==> config.mk <==
export PLATFORM = sky130hd
export DESIGN_NAME = sdram_port_arbiter
export DESIGN_NICKNAME = d
export VERILOG_FILES = /design/src/rtl/sdram_arb_pkg.sv /design/src/rtl/rr_pick2.sv /design/src/rtl/sdram_port_arbiter.sv
export SDC_FILE = /design/constraint.sdc
export NUM_CORES = 1
export LEC_CHECK = 0
export CORE_MARGIN = 10
export CORE_UTILIZATION = 50
export CTS_CLUSTER_SIZE = 14
export DETAILED_ROUTE_END_ITERATION = 12
export DONT_BUFFER_PORTS = 1
export HOLD_SLACK_MARGIN = 0.1
export SYNTH_ARGS = -nofsm -noshare
export SYNTH_HDL_FRONTEND = slang
export SYNTH_SLANG_ARGS = --single-unit
==> constraint.sdc <==
create_clock -name clk -period 6.6 [get_ports clk]
set_clock_uncertainty 0.1 [all_clocks]
set_input_delay 1.32 -clock clk [delete_from_list [all_inputs] [get_ports clk]]
set_output_delay 1.32 -clock clk [all_outputs]
set_load 0.1 [all_outputs]
==> src/rtl/sdram_arb_pkg.sv <==
`default_nettype none
// ============================================================================
// sdram_arb_pkg : shared constants, state encoding and arbitration helper for
//                 the two-port SDRAM command arbiter.
// Revision      : 1.0
// ============================================================================
package sdram_arb_pkg;

    localparam int ADDR_W_DEF = 23;
    localparam int DATA_W_DEF = 32;

    localparam logic [31:0] RD_ABORT_DATA = 32'hDEAD_BEEF;

    localparam logic [1:0] IDLE      = 2'd0;
    localparam logic [1:0] ISSUE     = 2'd1;
    localparam logic [1:0] GRANT     = 2'd2;
    localparam logic [1:0] WAIT_READ = 2'd3;

    typedef enum logic [1:0] {
        ST_IDLE      = IDLE,
        ST_ISSUE     = ISSUE,
        ST_GRANT     = GRANT,
        ST_WAIT_READ = WAIT_READ
    } arb_state_e;

    // A lone requester always wins; the pointer only breaks ties.
    function automatic logic rr_winner(input logic req0, input logic req1, input logic prio);
        return (req0 && req1) ? prio : req1;
    endfunction

endpackage
`default_nettype wire

==> src/rtl/rr_pick2.sv <==
`default_nettype none
// ============================================================================
// rr_pick2 : two-way round-robin picker with a registered priority pointer.
// Revision : 1.0
// ============================================================================
module rr_pick2
    import sdram_arb_pkg::*;
(
    input  logic clk,
    input  logic rst,
    input  logic req0_i,
    input  logic req1_i,
    input  logic update_i,
    input  logic granted_i,
    output logic winner_o,
    output logic any_o
);

    logic prio_q;

    // The requester just served drops to lowest priority.
    always_ff @(posedge clk or posedge rst) begin
        if (rst) begin
            prio_q <= 1'b0;
        end else if (update_i) begin
            prio_q <= ~granted_i;
        end
    end

    assign winner_o = rr_winner(req0_i, req1_i, prio_q);
    assign any_o    = req0_i | req1_i;

endmodule
`default_nettype wire

==> src/rtl/sdram_port_arbiter.sv <==
`default_nettype none
// ============================================================================
// sdram_port_arbiter : shares one SDRAM controller command port between a
//                      write requester and a read requester, with read timeout.
// Revision           : 1.0
// ============================================================================
module sdram_port_arbiter
    import sdram_arb_pkg::*;
#(
    parameter int ADDR_W     = ADDR_W_DEF,
    parameter int DATA_W     = DATA_W_DEF,
    parameter int RD_TIMEOUT = 255
) (
    input  logic              clk,
    input  logic              rst,

    input  logic              r0_req,
    input  logic              r0_wr,
    input  logic [ADDR_W-1:0] r0_addr,
    input  logic [DATA_W-1:0] r0_wdata,
    output logic              r0_grant,
    output logic [DATA_W-1:0] r0_rdata,
    output logic              r0_rvalid,

    input  logic              r1_req,
    input  logic              r1_wr,
    input  logic [ADDR_W-1:0] r1_addr,
    input  logic [DATA_W-1:0] r1_wdata,
    output logic              r1_grant,
    output logic [DATA_W-1:0] r1_rdata,
    output logic              r1_rvalid,

    input  logic              mem_ready,
    output logic              mem_enable,
    output logic              mem_wr,
    output logic [ADDR_W-1:0] mem_addr,
    output logic [DATA_W-1:0] mem_wdata,
    input  logic [DATA_W-1:0] mem_rdata,
    input  logic              mem_rvalid,

    output logic              busy,
    output logic              rd_timeout_err
);

    localparam int                CNT_W      = $clog2(RD_TIMEOUT + 1);
    localparam logic [CNT_W-1:0]  TMO_VAL    = CNT_W'(RD_TIMEOUT);
    localparam logic [DATA_W-1:0] ABORT_DATA = DATA_W'(RD_ABORT_DATA);

    arb_state_e        state_q;
    logic              owner_q;
    logic              mem_enable_q;
    logic              mem_wr_q;
    logic [ADDR_W-1:0] mem_addr_q;
    logic [DATA_W-1:0] mem_wdata_q;
    logic [1:0]        grant_q;
    logic [1:0]        rvalid_q;
    logic [DATA_W-1:0] r0_rdata_q;
    logic [DATA_W-1:0] r1_rdata_q;
    logic              busy_q;
    logic              err_q;
    logic [CNT_W-1:0]  cnt_q;
    logic [CNT_W-1:0]  cnt_d;

    logic              pick;
    logic              any_req;
    logic              accept;

    assign accept = (state_q == ST_ISSUE) && mem_ready;
    assign cnt_d  = (cnt_q == TMO_VAL) ? cnt_q : cnt_q + 1'b1;

    rr_pick2 u_rr_pick2 (
        .clk       (clk),
        .rst       (rst),
        .req0_i    (r0_req),
        .req1_i    (r1_req),
        .update_i  (accept),
        .granted_i (owner_q),
        .winner_o  (pick),
        .any_o     (any_req)
    );

    always_ff @(posedge clk or posedge rst) begin
        if (rst) begin
            state_q      <= ST_IDLE;
            owner_q      <= 1'b0;
            mem_enable_q <= 1'b0;
            mem_wr_q     <= 1'b0;
            mem_addr_q   <= '0;
            mem_wdata_q  <= '0;
            grant_q      <= 2'b00;
            rvalid_q     <= 2'b00;
            r0_rdata_q   <= '0;
            r1_rdata_q   <= '0;
            busy_q       <= 1'b0;
            err_q        <= 1'b0;
            cnt_q        <= '0;
        end else begin
            grant_q  <= 2'b00;
            rvalid_q <= 2'b00;
            case (state_q)
                ST_IDLE: begin
                    if (any_req) begin
                        owner_q      <= pick;
                        mem_enable_q <= 1'b1;
                        mem_wr_q     <= pick ? r1_wr    : r0_wr;
                        mem_addr_q   <= pick ? r1_addr  : r0_addr;
                        mem_wdata_q  <= pick ? r1_wdata : r0_wdata;
                        busy_q       <= 1'b1;
                        state_q      <= ST_ISSUE;
                    end
                end
                ST_ISSUE: begin
                    if (mem_ready) begin
                        mem_enable_q     <= 1'b0;
                        grant_q[owner_q] <= 1'b1;
                        if (mem_wr_q) begin
                            state_q <= ST_GRANT;
                        end else begin
                            cnt_q   <= '0;
                            state_q <= ST_WAIT_READ;
                        end
                    end
                end
                ST_GRANT: begin
                    busy_q  <= 1'b0;
                    state_q <= ST_IDLE;
                end
                ST_WAIT_READ: begin
                    cnt_q <= cnt_d;
                    // A response arriving on the timeout cycle still wins.
                    if (mem_rvalid) begin
                        if (owner_q) r1_rdata_q <= mem_rdata;
                        else         r0_rdata_q <= mem_rdata;
                        rvalid_q[owner_q] <= 1'b1;
                        busy_q            <= 1'b0;
                        state_q           <= ST_IDLE;
                    end else if (cnt_d == TMO_VAL) begin
                        if (owner_q) r1_rdata_q <= ABORT_DATA;
                        else         r0_rdata_q <= ABORT_DATA;
                        rvalid_q[owner_q] <= 1'b1;
                        err_q             <= 1'b1;
                        busy_q            <= 1'b0;
                        state_q           <= ST_IDLE;
                    end
                end
                default: begin
                    state_q <= ST_IDLE;
                end
            endcase
        end
    end

    assign mem_enable     = mem_enable_q;
    assign mem_wr         = mem_wr_q;
    assign mem_addr       = mem_addr_q;
    assign mem_wdata      = mem_wdata_q;
    assign r0_grant       = grant_q[0];
    assign r1_grant       = grant_q[1];
    assign r0_rvalid      = rvalid_q[0];
    assign r1_rvalid      = rvalid_q[1];
    assign r0_rdata       = r0_rdata_q;
    assign r1_rdata       = r1_rdata_q;
    assign busy           = busy_q;
    assign rd_timeout_err = err_q;

endmodule
`default_nettype wire
==> impl_metrics.json <==
{
  "required_ns": 6.77,
  "hold_class": "reg -> reg",
  "num_vias": 4733,
  "drc": 0,
  "ys_warn_count": 0,
  "fmax_mhz": 315,
  "tightest_slew_ns": 1.10,
  "final_net_count": 774,
  "slew_headroom_pct": 26.9,
  "setup-tns-final_ns": 0,
  "rsz0062_at_grt": "false",
  "post-route-cell-area_mm2": 0.00689,
  "ys_types": 40,
  "diodes": 0,
  "fp.dieW_um": 132,
  "grt_use_total_pct": 20.2,
  "r2r_end": "r1_rdata[21]$_DFFE_PP0P_",
  "postRouteWirelength_mm": 18.2,
  "drt-wirelength-per-cell_um": 22.7,
  "startpoint": "state_q[0]$_DFFE_PP0P_",
  "timing.rr.start": "state_q[0]$_DFFE_PP0P_",
  "final_cell_mix": "139 x dfrtp_1, 117 x nor2_1, 113 x a21oi_1",
  "grt_pass1_wl_mm": 28.3,
  "numCtsBuffers": 17,
  "critPathLaunchType": "flip-flop",
  "cts_resized": 0,
  "synth.area.top_cells": "dfrtp_1 55%, a21oi_1 9.0%, mux2i_1 8.9%, nor2_1 7.1%, o22ai_1 4.9%",
  "clock_latency_ns": 0.41,
  "syn_to_final_growth_pct": 9.46,
  "drtAntennaViolNets": 0,
  "first_iter_violations": 303,
  "die_y_um": 132,
  "cts_tree": "done",
  "synth_area_mm2": 0.00630,
  "reg2reg_slack_ns": 3.43,
  "antenna_found_initial": 0,
  "setup_ws_ns": 3.43,
  "syn_nets": 793,
  "hold_buffers": 0,
  "yosysSeqAreaShare_pct": 55.2,
  "cts.clk_slew.worst_paths_ns": 0.05,
  "io_pins": 277,
  "drive_above_1_share_pct": 8.04,
  "grt_max_degree": 87,
  "core_mm2": 0.0122,
  "firstDrtPassIters": 5,
  "r2r_cells": 5,
  "post-route-period-util_pct": 48.1,
  "synth_top_area_cell": "dfrtp_1",
  "finalHoldViolations": 0,
  "endpoint_kind": "flip-flop",
  "cp-endpoint": "r1_rdata[21]$_DFFE_PP0P_",
  "setup_viol": 0,
  "worstSetupPathType": "reg -> reg",
  "cts_sinks": 139,
  "dpl-instance-area_mm2": 0.00638,
  "status": "finished, final reports clean",
  "syn-instance-count": 642,
  "crit_path_max_fanout": 25,
  "cts-root-buf": "clkbuf_16",
  "synth_top_area_share_pct": 55.2,
  "vias_per_cell": 5.90,
  "syn_area_per_cell_um2": 9.81,
  "place.gp.congestion": 0.783,
  "hpwl_mm": 13.3,
  "dp_worst_setup_slack_ns": 3.44,
  "post_cts_buffers": 0,
  "cap_violations": 0,
  "arrival_ns": 3.34,
  "drv_slew": 0,
  "port-buffer-count": 0,
  "final_common_cell": "dfrtp_1",
  "grt_pass1_vias": 4711,
  "overflow": 0,
  "cts_max_level": 4,
  "cts_buffer_depth": 2,
  "initial_core_util_pct": 51.8,
  "num_rows": 40,
  "dieArea_mm2": 0.0175,
  "min_period_ns": 3.17,
  "yosys_register_bits": 139
}
metal layers:
metal  global-route usage [%]  vias up  wire, um
met3                     11.2       18      2340
met1                     22.8     2240      6790
met2                     32.2      230      8800
li1                         -     2245         -
met4                     6.23        0       252
met5                        0        -         0
kinds of logic (layout without fill, tap and decap cells):
family	after synthesis	in the layout	synth area share, %
adders and majority gates	2	2	0.358
muxes	57	57	9.08
buffers and inverters	67	59	4.45
and+or+nand+nor	156	156	10.1
AOI/OAI and AO/OA	221	221	20.8
DFF	139	139	55.2
synth_stat cells:
master and n:
dfrtp_1 139, nor2_1 119, a21oi_1 113, mux2i_1 56, o22ai_1 49, inv_1 24
clkbuf_1 22, a22oi_1 17, nand2_1 16, o21ai_0 14, buf_2 11, o21ai_2 10
buf_1 7, nand3_1 6, a21o_1 3, a31oi_1 3, or3_1 3, a22o_1 2
and3_1 2, buf_4 2, nand4_1 2, nor2b_1 2, nor3_1 2, o21a_1 2
a211oi_1 1, a21oi_2 1, a2bb2oi_1 1, a41o_4 1, and2_1 1, and4_1 1
and4_4 1, buf_6 1, ha_1 1, maj3_1 1, mux2_2 1, o2111ai_1 1
o21ai_1 1, o31ai_1 1, o32ai_1 1, or3b_1 1
stage by stage:
stage	util, %	hold WS, ns	cells
after CTS	56.7	0.445	802
final	56.7	0.437	802
after global placement	52.5	0.431	772
after floorplan	-	0.352	642
after detailed placement	52.5	0.433	772
after global routing	56.7	0.480	802
sequential cells by signal, summed over array words and instances, names as in the netlist:
signal,count
mem_wdata,32
r0_rdata,32
r1_rdata,32
mem_addr,23
cnt_q,8
grant_q,2
rvalid_q,2
state_q,2
busy,1
mem_enable,1
mem_wr,1
owner_q,1
rd_timeout_err,1
u_rr_pick2.prio_q,1
worst max-delay path: stages, from the launching register on:
cell	delay, ns
dfrtp_1	0.46
nand2_1	0.29
nor2_2	0.91
nand2_1	0.84
o22ai_1	0.35
a21oi_1	0.06
how the worst min path moves through the flow:
stage          depth (start not counted)  slack (ns)                       endpoint                          start
6_report                               1        0.44  u_rr_pick2.prio_q$_DFFE_PP0P_  u_rr_pick2.prio_q$_DFFE_PP0P_
2_1_floorplan                          1        0.35  u_rr_pick2.prio_q$_DFFE_PP0P_  u_rr_pick2.prio_q$_DFFE_PP0P_
3_3_place_gp                           1        0.43  u_rr_pick2.prio_q$_DFFE_PP0P_  u_rr_pick2.prio_q$_DFFE_PP0P_
4_1_cts                                1        0.45  u_rr_pick2.prio_q$_DFFE_PP0P_  u_rr_pick2.prio_q$_DFFE_PP0P_
5_1_grt                                1        0.48  u_rr_pick2.prio_q$_DFFE_PP0P_  u_rr_pick2.prio_q$_DFFE_PP0P_
3_5_place_dp                           1        0.43  u_rr_pick2.prio_q$_DFFE_PP0P_  u_rr_pick2.prio_q$_DFFE_PP0P_
final cells by class:
| cell class | count | area, um2 |
|---|---|---|
| Tap cell | 168 | 210 |
| Sequential cell | 139 | 3480 |
| Fill cell | 1073 | 5270 |
| Clock inverter | 8 | 47.5 |
| Clock buffer | 22 | 464 |
| Inverter | 24 | 95.1 |
| Timing Repair Buffer | 5 | 37.5 |
| Multi-Input combinational cell | 436 | 2560 |
Power is left out: the tool's default activity adds up to more than one toggle a clock period on the data nets, which glitch-free logic cannot reach.
